==> src/rtl/mem_access_unit.sv <==
// mem_access_unit: registered MEM-stage controller with req/ack data-memory handshake.
//   Pipeline in : alu_result_i (address for loads/stores), wdata_i, rsd_i, Op_i, valid_i,
//                 mem_read_i, mem_write_i
//   Pipeline out: stall_o, alu_result_o, memory_data_o, rsd_o, Op_o, valid_o, err_o
//   Memory side : mem_req_o, mem_we_o, mem_addr_o, mem_wdata_o, mem_ack_i, mem_rdata_i
//   Optional    : MEM_TIMEOUT_EN aborts an access after TIMEOUT_CYCLES WAIT cycles without ack
//                 and sets the sticky err_o flag.
module mem_access_unit #(
    parameter int TIMEOUT_CYCLES = 255,
    parameter int CNT_W          = 8
) (
    input  logic        clk_i,
    input  logic        rst_i,
    input  logic [31:0] alu_result_i,
    input  logic [31:0] wdata_i,
    input  logic [4:0]  rsd_i,
    input  logic [2:0]  Op_i,
    input  logic        valid_i,
    input  logic        mem_read_i,
    input  logic        mem_write_i,
    output logic        stall_o,
    output logic        mem_req_o,
    output logic        mem_we_o,
    output logic [31:0] mem_addr_o,
    output logic [31:0] mem_wdata_o,
    input  logic        mem_ack_i,
    input  logic [31:0] mem_rdata_i,
    output logic [31:0] alu_result_o,
    output logic [31:0] memory_data_o,
    output logic [4:0]  rsd_o,
    output logic [2:0]  Op_o,
    output logic        valid_o,
    output logic        err_o
);
    localparam logic [0:0] S_IDLE = 1'b0;
    localparam logic [0:0] S_WAIT = 1'b1;

    // empty block that only elaborates for a counter too narrow to reach the limit
    if (TIMEOUT_CYCLES >= (1 << CNT_W)) begin : g_cfg_bad
    end

    logic [0:0]  r_state;
    logic [31:0] r_addr, r_wdata, r_alu, r_mdata;
    logic [4:0]  r_rsd, r_rsd_out;
    logic [2:0]  r_op, r_op_out;
    logic        r_we, r_valid;
    logic        w_wait, w_memop, w_abort;

    assign w_wait      = (r_state == S_WAIT);
    assign w_memop     = mem_read_i | mem_write_i;
    assign stall_o     = w_wait;
    assign mem_req_o   = w_wait;
    assign mem_we_o    = w_wait & r_we;
    assign mem_addr_o  = w_wait ? r_addr : '0;
    assign mem_wdata_o = w_wait ? r_wdata : '0;

`ifdef MEM_TIMEOUT_EN
    logic [CNT_W-1:0] r_cnt;
    logic             r_err;
    // r_cnt counts completed ack-less WAIT cycles, so the limit is hit in the cycle holding LIMIT-1
    assign w_abort = w_wait & ~mem_ack_i & (r_cnt == CNT_W'(TIMEOUT_CYCLES - 1));
    assign err_o   = r_err;
    always_ff @(posedge clk_i) begin
        if (rst_i) begin
            r_cnt <= '0;
            r_err <= 1'b0;
        end else begin
            r_cnt <= (w_wait & ~mem_ack_i & ~w_abort) ? r_cnt + 1'b1 : '0;
            r_err <= r_err | w_abort;
        end
    end
`else
    assign w_abort = 1'b0;
    assign err_o   = 1'b0;
`endif

    always_ff @(posedge clk_i) begin
        if (rst_i) begin
            r_state   <= S_IDLE;
            r_addr    <= '0;
            r_wdata   <= '0;
            r_rsd     <= '0;
            r_op      <= '0;
            r_we      <= 1'b0;
            r_alu     <= '0;
            r_mdata   <= '0;
            r_rsd_out <= '0;
            r_op_out  <= '0;
            r_valid   <= 1'b0;
        end else if (!w_wait) begin
            r_valid <= valid_i & ~w_memop;
            if (valid_i && !w_memop) begin
                r_alu     <= alu_result_i;
                r_mdata   <= '0;
                r_rsd_out <= rsd_i;
                r_op_out  <= Op_i;
            end
            if (valid_i && w_memop) begin
                r_addr  <= alu_result_i;
                r_wdata <= wdata_i;
                r_rsd   <= rsd_i;
                r_op    <= Op_i;
                r_we    <= mem_write_i;
                r_state <= S_WAIT;
            end
        end else if (mem_ack_i) begin
            r_alu     <= r_addr;
            r_mdata   <= r_we ? '0 : mem_rdata_i;
            r_rsd_out <= r_rsd;
            r_op_out  <= r_op;
            r_valid   <= 1'b1;
            r_state   <= S_IDLE;
        end else begin
            r_valid <= 1'b0;
            if (w_abort) r_state <= S_IDLE;
        end
    end

    assign alu_result_o  = r_alu;
    assign memory_data_o = r_mdata;
    assign rsd_o         = r_rsd_out;
    assign Op_o          = r_op_out;
    assign valid_o       = r_valid;
endmodule

==> config.mk <==
export PLATFORM = sky130hd
export DESIGN_NAME = mem_access_unit
export DESIGN_NICKNAME = d
export VERILOG_FILES = /design/src/rtl/mem_access_unit.sv
export SDC_FILE = /design/constraint.sdc
export NUM_CORES = 1
export LEC_CHECK = 0
export CAP_MARGIN = 20
export CORE_MARGIN = 2
export CORE_UTILIZATION = 30
export CTS_CLUSTER_DIAMETER = 80
export DETAILED_ROUTE_END_ITERATION = 10
export PLACE_DENSITY = 0.55
export SETUP_SLACK_MARGIN = 0.5
export SLEW_MARGIN = 40
export SYNTH_ARGS = -nofsm -noshare
export SYNTH_HDL_FRONTEND = slang
export SYNTH_SLANG_ARGS = --single-unit
==> constraint.sdc <==
create_clock -name clk_i -period 4.02 [get_ports clk_i]
set_input_delay 0.804 -clock clk_i [delete_from_list [all_inputs] [get_ports clk_i]]
set_output_delay 0.804 -clock clk_i [all_outputs]
set_load 0.005 [all_outputs]
== Yosys cells after proc, flatten, opt, wreduce, memory -nomap -nowiden ==
Index checks and enable logic that the tools add are counted.
Storage, ports and cells
  register bits after elaboration: 147
  input port bits: 110
  output and inout port bits: 141
  word-level logic and storage cells: 43
Operators by class
  equal/unequal tests: 1
  mux-type cells: 20
  bitwise operators: 5
  reductions and logical operators: 6
Operators with widths (number)
  32-bit 2-to-1 mux: 9
  5-bit 2-to-1 mux: 3
  3-bit 2-to-1 mux: 3
  1-bit 2-to-1 mux: 5
  2-bit AND reduction: 2
  1-bit AND: 2
  1-bit logical AND: 2
  2-bit != test, second input constant: 1
  1-bit inverter: 2
  2-bit nonzero test: 1
  1-bit logical NOT: 1
  1-bit OR: 1

== Logic depth before layout (Yosys ltp) ==
  word-level depth: 5
  mapped depth: 6
  mapped depth without buffers: 3

== Worst setup path before layout ==
OpenSTA, ideal clock, no wires.
  kind: reg-to-output
  start point: register r_state (netlist: mem_req_o)
  end point: output port mem_wdata_o[10]
  arrival time: 1.162 ns
  required time: 3.216 ns
  slack: 2.054 ns
  cell stages (with the launch flop): 5
  path buffers: 3
  cells stage by stage: dfxtp_1 buf_2 buf_2 clkbuf_1 and2_1
Between the ends
  longest elaborated chain between the ends: 1
RTL lines
  from (decl): RTL line 42  | logic [0:0] r_state;
  from (signal assigned): RTL line 79  | r_state <= S_IDLE;
  from (signal assigned): RTL line 104  | r_state <= S_WAIT;
  from (signal assigned): RTL line 112  | r_state <= S_IDLE;
  32-bit 2-to-1 mux: RTL line 55  | assign mem_wdata_o = w_wait ? r_wdata : '0;
  to (decl): RTL line 25  | output logic [31:0] mem_wdata_o,
No other way between the ends.

== Worst setup path after layout ==
  start point: register r_state (netlist: mem_req_o)
  end point: output port mem_addr_o[31]
Between the ends
  longest elaborated chain between the ends: 1
RTL lines
  32-bit 2-to-1 mux: RTL line 54  | assign mem_addr_o = w_wait ? r_addr : '0;
  to (decl): RTL line 24  | output logic [31:0] mem_addr_o,
No other way between the ends.

==> results by group <==
Setup path
  • Delay-heaviest family, CP: buffers and inverters
  • Crit path launch: mem_req_o
  • R2R Setup Slk: 1.60 ns
  • CP arrival: 2.29 ns
  • Worst-path cell with the longest stage delay: dfxtp_2
  • CP Launch Type: flip-flop
  • Buf/Inv on CP: 2
  • Worst-path fanout max: 37
  • Required @ worst endpoint: 3.22 ns
  • Crit. path cell count: 3
  • CP endpoint: mem_addr_o[31]
  • R2R Path End: alu_result_o[5]
  • Cells along the critical path: buf_4 > and2_1 > clkdlybuf4s50_1
  • R2R cell count: 5
  • CP peak stage delay: 0.73 ns
  • R2R Path Start: mem_req_o
  • Worst setup path class: reg2out
  • CP endpoint kind: output pin

CTS
  • CTS resizes: 0
  • Clk sinks: 147
  • CTS buffer count: 17
  • H-Tree Depth: 4
  • CTS root buffer: clkbuf_16
  • # Post-CTS Setup Buffers: 0
  • Hold_buf cts: 0
  • Max Buffers Root-to-Sink: 2
  • CTS tree: built
  • Worst-Skew Late Latency: 0.42 ns
  • Clk slew on worst S/H paths: 0.05 ns

Finish
  • Fraction of layout cells with a size suffix above 1: 10.5%
  • P&R area growth vs syn: 50.5%
  • Diodes inserted: 0
  • FF/Latch Area: 2940 sq um
  • Final Util: 46.0%
  • Fin nets: 1,022
  • Multi-input gate area: 3120 sq um
  • Post-Layout Inst Area: 9710 sq um
  • Filler Cells Inserted: 2,038

Yosys
  • Synth warn: 0
  • Mapped Nets: 826
  • Area contributors post-synth: dfxtp_1 (46%), a21oi_1 (8.1%), a211oi_2 (7.8%), and2_1 (6.4%), o21ai_0 (5.7%)
  • Seq cells post-synth: 147
  • Top FF cell, synth: dfxtp_1
  • Post-synth EDFFs: 0
  • Cells after Synth: 716
  • Most frequent cell after synthesis: dfxtp_1
  • Synthesized area: 6450 sq um
  • Synth top area share: 45.6%
  • Share of flip-flops with an asynchronous set or reset: 0%
  • Syn_area_per_cell: 9.01 sq um
  • Sequential fraction of the synthesis area: 45.6%
  • Distinct cells, synth: 26
  • Synth top cells by count: dfxtp_1 (147), a21oi_1 (105), o21ai_0 (73)
  • Dominant cell type by area after synthesis: dfxtp_1

Outcome
  • Status: finished clean

Die
  • # IOs: 251
  • Die area: 22,700 sq um
  • Initial core utilization: 30.6%
  • Row cnt: 53
  • Core area: 21,100 sq um
  • Die H: 151 um
  • Chip width: 151 um

Timing
  • Pins Over Slew Limit: 0
  • Least-Margin Pin Slew: 0.774 ns
  • Sum Neg Setup Slack: 0 ns
  • RSZ-0062 raised after global routing: false
  • Tmin final: 3.09 ns
  • Setup Skew: 0.0142 ns
  • Slew margin rel.: 48.3%
  • Final setup fails: 0
  • Fmax: 323 MHz
  • Period utilization: 76.9%
  • Hold WS: 0.468 ns
  • Fin. Hold Viols: 0

Global routing
  • Initial antenna violation count: 0
  • Vias in the first global route: 5,939
  • Gr ovfl total: 0
  • First-pass GRT wire length: 33.9 mm
  • GRT Util Overall: 19.1%
  • Pin count of the biggest net entering global routing: 75

Detailed routing
  • Remaining DRCs: 0
  • DR WL/cell: 18.6 um
  • Antenna viol nets, final: 0
  • DRT Pass-1 Iters: 5
  • Via count: 6,204
  • Vias/cell: 5.17
  • DRT Wirelength: 22.3 mm
  • DR iter-0 viols: 340

Pwr
  • Psw: 0.000976 W
  • Clock share of power: 44.6%
  • Internal power: 0.00295 W
  • Power per Cell Area: 405 nW/um^2
  • Net Sw Frac: 24.8%
  • Reg power frac: 40.3%
  • Total power: 0.00393 W
  • Logic pwr share: 15.1%
  • Leak pwr: 3.29 nW
  • VDD IR max: 0.275 mV

Place
  • Cell Area, Placed: 9050 sq um
  • HPWL Detailed: 13.4 mm
  • GP Congestion: 0.700
  • I/O Buffers: 249

Min path
  • Hold Crit Class: reg2reg
  • Hold_sp: r_wdata[21]

Job
  • Max cap viols: 0
layer usage:
metal | vias up | GRT usage, % | share of wire, % | routed length [um]
met4 | 0 | 5.00 | 1.4 | 303
li1 | 2997 | - | - | -
met3 | 20 | 8.03 | 11 | 2370
met2 | 234 | 29.0 | 44 | 9860
met5 | - | 0 | 0 | 0
met1 | 2953 | 25.1 | 44 | 9770
per-stage QoR:
stage	setup slack, ns	cells
detailed placement	1.08	1168
global route	0.770	1199
floorplan	2.05	716
finish	0.928	1199
global placement	1.08	1167
CTS	0.835	1199
kinds of logic (layout without fill, tap and decap cells):
| family | after synthesis | in the layout | synth area share, % |
|---|---|---|---|
| muxes | 8 | 8 | 1.24 |
| AOI/OAI and AO/OA | 251 | 251 | 26.1 |
| and+or+nand+nor | 220 | 220 | 20.4 |
| other | 1 | 1 | 0.0581 |
| buffers and inverters | 89 | 297 | 6.61 |
| DFF | 147 | 147 | 45.6 |
cell type report:
type / count / share of cell area [%]
clock buffers: 18 / 4.52
clock inverters: 13 / 2.13
inverters: 2 / 0.0773
multi-input cells: 480 / 32.1
flip-flops and latches: 147 / 30.3
well taps: 275 / 3.54
repair buffers: 264 / 27.3
sequential cells by signal, summed over array words and instances (netlist names):
signal and count:
r_wdata 32, valid_o 1, r_we 1, r_op 3
rsd_o 5, r_rsd 5, Op_o 3, mem_req_o 1
r_addr 32, alu_result_o 32, memory_data_o 32
worst reg2reg max path, stage by stage (launching register included):
cell and delay (ns):
dfxtp_2 0.73, buf_4 0.39, and2_2 0.21, or2_4 0.47
buf_12 0.36, a211oi_2 0.14
power by group through the flow:
| stage | logic [W] | clock network (W) | registers [W] |
|---|---|---|---|
| 4_1_cts | 0.000601 | 0.00180 | 0.00159 |
| 3_5_place_dp | 0.000599 | 0 | 0.00162 |
| 5_1_grt | 0.000649 | 0.00186 | 0.00159 |
| 2_1_floorplan | 0.000302 | 0 | 0.00161 |
| 6_report | 0.000594 | 0.00175 | 0.00158 |
| 3_3_place_gp | 0.000594 | 0 | 0.00162 |
cells in the final DEF, fill, tap and decap left out, drive strengths merged, types with 2 or more instances in the layout:
cell type      synthesis  routed
clkinvlp               0       2
a21oi                105     105
nor4b                 33      33
o21ai                 73      73
a211oi                40      40
nor2b                  2       2
inv                    2       3
clkdlybuf4s50          0     248
a31o                  32      32
clkinv                 0       5
nand3                 72      72
mux2i                  8       8
nor2                   2       2
or2                    2       2
nor3                  41      41
bufinv                 0       5
dfxtp                147     147
clkbuf                47      18
and2                  66      66
buf                   40      16
worst min-delay path by stage:
stage	cells after the start	slack, ns	to
finish	2	0.47	r_wdata[21]
global route	2	0.49	r_addr[31]
CTS	2	0.47	r_wdata[1]
detailed placement	2	0.46	r_wdata[1]
global placement	2	0.46	r_addr[23]
floorplan	2	0.45	r_addr[0]
Note: power is estimated with default switching activity, not from simulation.
